**config.mk**
```make
export PLATFORM = sky130hd
export DESIGN_NAME = go_timer
export DESIGN_NICKNAME = d
export VERILOG_FILES = /design/src/rtl/go_timer.sv
export SDC_FILE = /design/constraint.sdc
export NUM_CORES = 1
export LEC_CHECK = 0
export ABC_AREA = 0
export CAP_MARGIN = 20
export CORE_MARGIN = 2
export CORE_UTILIZATION = 25
export CTS_CLUSTER_DIAMETER = 100
export CTS_CLUSTER_SIZE = 40
export DETAILED_ROUTE_END_ITERATION = 6
export HOLD_SLACK_MARGIN = 0.05
export PLACE_DENSITY_LB_ADDON = 0.15
export SYNTH_ARGS = -nofsm -noshare
export SYNTH_HDL_FRONTEND = slang
export SYNTH_SLANG_ARGS = --single-unit
```
**constraint.sdc**
```tcl
create_clock -name clk -period 9.2 [get_ports clk]
set_clock_uncertainty 0.05 [all_clocks]
set_input_delay 0.92 -clock clk [delete_from_list [all_inputs] [get_ports clk]]
set_output_delay 0.92 -clock clk [all_outputs]
set_load 0.05 [all_outputs]
```
**src/rtl/go_timer.sv**
```systemverilog
// go_timer: two-player Go clock with main time and Japanese byo-yomi periods.
// Optional feature: define GO_TIMER_WARN_EN to enable the low-time warn output.
`default_nettype none

module go_timer #(
  parameter int MAIN_SECONDS = 600,
  parameter int BYO_SECONDS  = 30,
  parameter int BYO_PERIODS  = 3
) (
  input  logic        clk,
  input  logic        rst,
  input  logic        tick_1hz,
  input  logic        start,
  input  logic        pause,
  input  logic        move_done,
  output logic        cur_player,
  output logic [12:0] black_time,
  output logic [12:0] white_time,
  output logic [2:0]  black_periods,
  output logic [2:0]  white_periods,
  output logic        black_byo,
  output logic        white_byo,
  output logic        running,
  output logic        timeout,
  output logic        loser,
  output logic        warn
);

  localparam logic [12:0] MAIN_T  = 13'(MAIN_SECONDS);
  localparam logic [12:0] BYO_T   = 13'(BYO_SECONDS);
  localparam logic [2:0]  BYO_P   = 3'(BYO_PERIODS);
  localparam logic        HAS_BYO = (BYO_PERIODS > 0);

  typedef enum logic [1:0] {
    S_IDLE   = 2'd0,
    S_RUN    = 2'd1,
    S_PAUSED = 2'd2,
    S_OVER   = 2'd3
  } state_t;

  state_t state;

  logic [12:0] act_time;
  logic [12:0] upd_time;
  logic        act_byo;
  logic        upd_byo;
  logic [2:0]  act_per;
  logic [2:0]  upd_per;
  logic        expire;

  // Active player's counters after this cycle's tick and move; the tick is
  // applied first so a move in the same cycle reloads the post-tick phase.
  always_comb begin
    act_time = cur_player ? white_time    : black_time;
    act_byo  = cur_player ? white_byo     : black_byo;
    act_per  = cur_player ? white_periods : black_periods;
    upd_time = act_time;
    upd_byo  = act_byo;
    upd_per  = act_per;
    expire   = 1'b0;
    if (tick_1hz) begin
      if (act_time > 13'd1) begin
        upd_time = act_time - 13'd1;
      end else if (!act_byo && HAS_BYO) begin
        upd_byo  = 1'b1;
        upd_time = BYO_T;
        upd_per  = BYO_P;
      end else if (act_byo && (act_per > 3'd1)) begin
        upd_per  = act_per - 3'd1;
        upd_time = BYO_T;
      end else begin
        upd_time = 13'd0;
        expire   = 1'b1;
      end
    end
    if (move_done && !expire && upd_byo) begin
      upd_time = BYO_T;
    end
  end

  always_ff @(posedge clk or posedge rst) begin
    if (rst) begin
      state         <= S_IDLE;
      cur_player    <= 1'b0;
      black_time    <= MAIN_T;
      white_time    <= MAIN_T;
      black_periods <= 3'd0;
      white_periods <= 3'd0;
      black_byo     <= 1'b0;
      white_byo     <= 1'b0;
      running       <= 1'b0;
      timeout       <= 1'b0;
      loser         <= 1'b0;
    end else begin
      case (state)
        S_IDLE, S_PAUSED: begin
          if (start) begin
            state   <= S_RUN;
            running <= 1'b1;
          end
        end
        S_RUN: begin
          if (cur_player) begin
            white_time    <= upd_time;
            white_byo     <= upd_byo;
            white_periods <= upd_per;
          end else begin
            black_time    <= upd_time;
            black_byo     <= upd_byo;
            black_periods <= upd_per;
          end
          if (expire) begin
            state   <= S_OVER;
            running <= 1'b0;
            timeout <= 1'b1;
            loser   <= cur_player;
          end else begin
            if (move_done) begin
              cur_player <= ~cur_player;
            end
            if (pause) begin
              state   <= S_PAUSED;
              running <= 1'b0;
            end
          end
        end
        default: begin
        end
      endcase
    end
  end

`ifdef GO_TIMER_WARN_EN
  logic        nx_run;
  logic        nx_byo;
  logic [12:0] nx_time;

  // Warn tracks the values the counters take on this edge, including a hand-over.
  always_comb begin
    nx_run  = running;
    nx_time = act_time;
    nx_byo  = act_byo;
    case (state)
      S_IDLE, S_PAUSED: begin
        if (start) nx_run = 1'b1;
      end
      S_RUN: begin
        nx_time = upd_time;
        nx_byo  = upd_byo;
        if (expire) begin
          nx_run = 1'b0;
        end else begin
          if (pause) nx_run = 1'b0;
          if (move_done) begin
            nx_time = cur_player ? black_time : white_time;
            nx_byo  = cur_player ? black_byo  : white_byo;
          end
        end
      end
      default: nx_run = 1'b0;
    endcase
  end

  always_ff @(posedge clk or posedge rst) begin
    if (rst) begin
      warn <= 1'b0;
    end else begin
      warn <= nx_run & nx_byo & (nx_time <= 13'd10);
    end
  end
`else
  assign warn = 1'b0;
`endif

endmodule

`default_nettype wire

```
# Word level (Yosys, flattened, before mapping)
# Cells that the tools add are included.
[word_totals]
latchBits = 0
inputBits = 6
wordCells = 59
mem_bits_ro = 0
n_memories = 0
out_inout_bits = 39
register_bits = 40
ramBits = 0
[classes]
magnitude_cmp = 2
mul = 0
shift = 0
n_div = 0
mux = 26
n_eq_ne = 4
n_reduce_logical = 12
addsub = 2
n_bitwise = 2
[ops]
columns = ["cell", "count"]
rows = [
  ["13-bit 2-to-1 mux", 4],
  ["3-bit 2-to-1 mux", 5],
  ["13-bit by 1-bit greater-than comparator with 1-bit output, second input constant", 1],
  ["13-bit by 1-bit subtractor with 13-bit output, second input constant", 1],
  ["1-bit 2-to-1 mux", 10],
  ["5-bit 2-to-1 mux", 2],
  ["2-bit 2-to-1 mux", 3],
  ["2-bit AND reduction", 3],
  ["3-bit AND reduction", 2],
  ["2-bit case mux with 2 select lines", 1],
  ["3-bit by 1-bit greater-than comparator with 1-bit output, second input constant", 1],
  ["1-bit logical AND", 3],
  ["3-bit inequality test, second input constant", 1],
  ["3-bit by 1-bit subtractor with 3-bit output, second input constant", 1],
  ["2-bit by 1-bit == test with 1-bit output, second input constant", 1],
  ["2-bit == test, second input constant", 1],
  ["2-bit zero test", 1],
  ["2-bit inequality test, second input constant", 1],
  ["1-bit NOT", 2],
  ["1-bit case mux with 2 select lines", 1],
  ["2-bit nonzero test", 1],
  ["2-bit OR reduction", 1],
  ["1-bit zero test", 1],
]

# Depth between registers and ports, before layout
[logic_depth]
word_depth = 11
ltp_mapped = 13
mapped_depth_nobuf = 8

# Least setup slack after synthesis
# OpenSTA, ideal clock, no wires.
[synth_timing]
path_type = "register to register"
startpoint = "register cur_player"
endpoint = "register black_time[2]"
period_less_slack_ns = 3.449
slack_ns = 5.751
required_ns = 9.013
t_arrival_ns = 3.262
stages_incl_launch_ff = 14
cell_sequence = "dfrtp_1 -> buf_6 -> buf_6 -> buf_2 -> buf_2 -> mux2i_1 -> inv_1 -> ha_1 -> nor4bb_1 -> a32o_1 -> a32oi_2 -> buf_2 -> mux2i_1 -> o21ai_0"
[synth_via]
elab_chain_len = 11
[synth_lines]
columns = ["item", "line_no", "rtl"]
rows = [
  ["from (decl)", "16", "output logic cur_player,"],
  ["from (signal assigned)", "119", "cur_player <= ~cur_player;"],
  ["parallel branches: the longest is 11 deep, another holds 13-bit by 1-bit greater-than comparator with 1-bit output", "n/a", ""],
  ["to (signal assigned)", "108", "black_time <= upd_time;"],
  ["to (decl)", "17", "output logic [12:0] black_time,"],
]
# Parallel ways; which one is timed is not known.
# A chain may end at the register's enable or synchronous reset.

# Final worst setup path
[layout_timing]
startpoint = "register cur_player"
endpoint = "register white_time[11]"
[layout_via]
elab_chain_len = 11
[layout_lines]
columns = ["item", "line_no", "rtl"]
rows = [
  ["parallel branches: the longest is 11 deep, another holds 13-bit by 1-bit greater-than comparator with 1-bit output", "n/a", ""],
  ["to (signal assigned)", "104", "white_time <= upd_time;"],
  ["to (decl)", "18", "output logic [12:0] white_time,"],
]
# Parallel ways; which one is timed is not known.

==> run metrics <==
Avg Vias per Cell 5.038; # DRC 0; CP Capture Type register; Leakage Power ~0.0013 uW; Seq pwr share 31.6%; RSZ-0062 raised after global routing no; Hold-fix buffers, CTS 0; post-cts sizing count 0; Skew-Pair Late Insertion Delay around 0.29 ns; Ports 45; Tot GR Track Use 13.11%; setup TNS 0 ns; ys async rst share between 90% and 100%; initial DRC count a little over 80; pre-CTS WS between 5 and 6 ns; Cells after Synth around 270; DIE WIDTH 104.7 um; # nets final 318; Power Dens Cells 339.6 nW/um^2; Clock power frac around 12%; worst setup path start cur_player; Pint between 500 and 600 uW; ys flop type dfrtp_1; CTS Buffer Depth 2; Synth Area per Inst 9.324 sq um; worst path arrival time ~3.8 ns; sequential-to-total area share from yosys stat roughly 40%; vias in the first global route 2134; routability cong. approximately 0.77; Post-Syn Nets approximately 280; synth warn 0; TritonCTS Buffers 5; # H-tree levels 2; max_cap viols 0; Initial Util 25.83%; class of the worst hold path reg2reg; std cell rows 36; Layout Area Growth over Synthesis 24.32%; WL/cell 16.13 um; layout cells sized above 1 9.032%; total number of vias approximately 2200; Die Ht roughly 100 um; die area 10970 sq um; critical path type reg2reg; Period minus WS final 3.670 ns; post-synth cell types 55; final setup fails 0; CTS tree built; critical path fanouts, max 27; largest net degree at the start of global routing 41; Psw 542.0 uW; HPWL after detailed placement 5096 um; clock tree sinks 40; postcts setup bufs 0; final setup margin approximately 5.5 ns; PortBufs 43; Slew Viols, Final 0; Worst VDD drop ~0.13 mV; clock slew at reported path FFs approximately 0.080 ns; Combinational Power Share 56.8%; Slew HR between 30% and 40%; WP data required between 9 and 10 ns; Mapped Area ~2500 sq um; CP Launch Type register; Sw Share 50.61%; router iterations before antenna repair 4; FF-to-FF Start cur_player; Core Region 9819 sq um; Fmax achieved 0.2725 GHz; Fin. Hold Viols 0; Synth Register Bits 40; min-delay src timeout; Ant. Diodes 0; status finished clean; worst-margin pin slew around 1 ns; first-pass GRT wire length approximately 12000 um; clock root buffer clkbuf_8; count of flip-flops with a built-in enable after synthesis 0; initial antenna violation count 0; global route total overflow 0; crit share post-route 39.90%; DRT antenna net count 0; final wirelength 7147 um
-- logic make-up (layout without fill, tap and decap cells) --
family	count (synthesis)	count (layout)	synth area share, %
adders and majority gates	3	3	1.480
and+or+nand+nor	103	103	21.71
other	1	1	0.1479
buffers and inverters	24	62	4.686
DFF	40	40	39.86
AOI/OAI and AO/OA	74	74	21.81
xor gates and xnor gates	10	10	3.453
muxes	17	17	6.857
-- stage by stage --
step	cell area, sq um	hold slack [ns]	cells	utilization, %	total power [uW]
floorplan	2536	0.4656	272	-	766.5
global placement	3063	0.4312	435	31.19	950.9
detailed placement	3063	0.4230	435	31.19	955.2
CTS	3153	0.4469	443	32.11	1085
global route	3153	0.4626	443	32.11	1141
finish	3153	0.4354	443	32.11	1071
-- cells in the final DEF (no fill, tap or decap), types with 3 or more instances in the layout --
cell              n
a21oi_1           4
a32o_1            5
clkbuf_8          6
clkdlybuf4s50_1  43
dfrtp_1          32
dfstp_2           8
ha_1              3
inv_1             9
mux2_2            3
mux2i_1          14
nand2_1          42
nand2b_1          3
nand3_1           4
nor2_1            7
nor3_1            9
nor3b_1           3
nor4_1            9
o211ai_1         13
o21ai_0          15
o31ai_1          14
or2_2             4
or3_1             5
or3b_1            5
xnor2_1           4
xor2_1            6
-- layer usage --
layer	wire, um	vias to the layer above	track usage (%)
met5	0	-	0
met4	70	0	2.952
met3	269	6	2.246
met2	3251	52	20.96
met1	3555	1074	18.48
li1	-	1100	-
-- path summary, 6_finish.rpt --
kind                       slack [ns]  cells after the start               end
max                              5.53                      8    white_time[11]
min                              0.44                      1           timeout
max reg2reg                      5.53                      8    white_time[11]
min reg2reg                      0.44                      1           timeout
max in group asynchronous        7.73                      3     black_time[4]
min in group asynchronous        0.99                      3  white_periods[0]
-- registers in the layout, indices dropped and copies added, names as in the netlist, 2 cells and up --
| register | flops |
|---|---|
| black_time | 13 |
| white_time | 13 |
| black_periods | 3 |
| white_periods | 3 |
| state | 2 |
-- power by group through the flow --
stage	clock, uW	combinational, uW	sequential [uW]
floorplan	0	258	508
CTS	131	613	341
global placement	0	606	344
finish	124	608	339
detailed placement	0	611	344
global route	136	654	352
-- worst max-delay path, stage by stage, from the launching register on --
cell      delay (ns)
dfrtp_1         0.91
buf_4           0.40
mux2i_1         0.35
ha_1            0.22
nor4bb_1        0.27
a32o_1          0.22
a32oi_2         0.38
o21ai_4         0.57
o31ai_1         0.16
-- cell usage after synthesis, types with 3 or more instances --
cell | number | area, sq um
nand3_1 | 4 | 20.02
clkbuf_1 | 6 | 22.52
a32o_1 | 5 | 50.05
nor2_1 | 7 | 26.28
ha_1 | 3 | 37.54
xnor2_1 | 4 | 35.03
o21ai_0 | 15 | 75.07
o211ai_1 | 13 | 97.59
nor4_1 | 9 | 56.30
nand2_1 | 42 | 157.7
or3b_1 | 5 | 43.79
a21oi_1 | 4 | 20.02
inv_1 | 9 | 33.78
mux2i_1 | 14 | 140.1
or2_2 | 4 | 25.02
xor2_1 | 6 | 52.55
nand2b_1 | 3 | 18.77
nor3b_1 | 3 | 22.52
nor3_1 | 9 | 45.04
dfrtp_1 | 32 | 800.8
buf_2 | 4 | 20.02
o31ai_1 | 14 | 105.1
mux2_2 | 3 | 33.78
dfstp_2 | 8 | 210.2
or3_1 | 5 | 31.28
-- final cells by class --
type / instances / area [sq um]
flip-flops and latches: 40 / 1011
well taps: 133 / 166.4
inverters: 9 / 33.78
repair buffers: 45 / 445.4
fillers: 1088 / 6666
multi-input cells: 208 / 1406
clock buffers: 8 / 90.09
No activity file was read; power rests on OpenSTA's default activity.
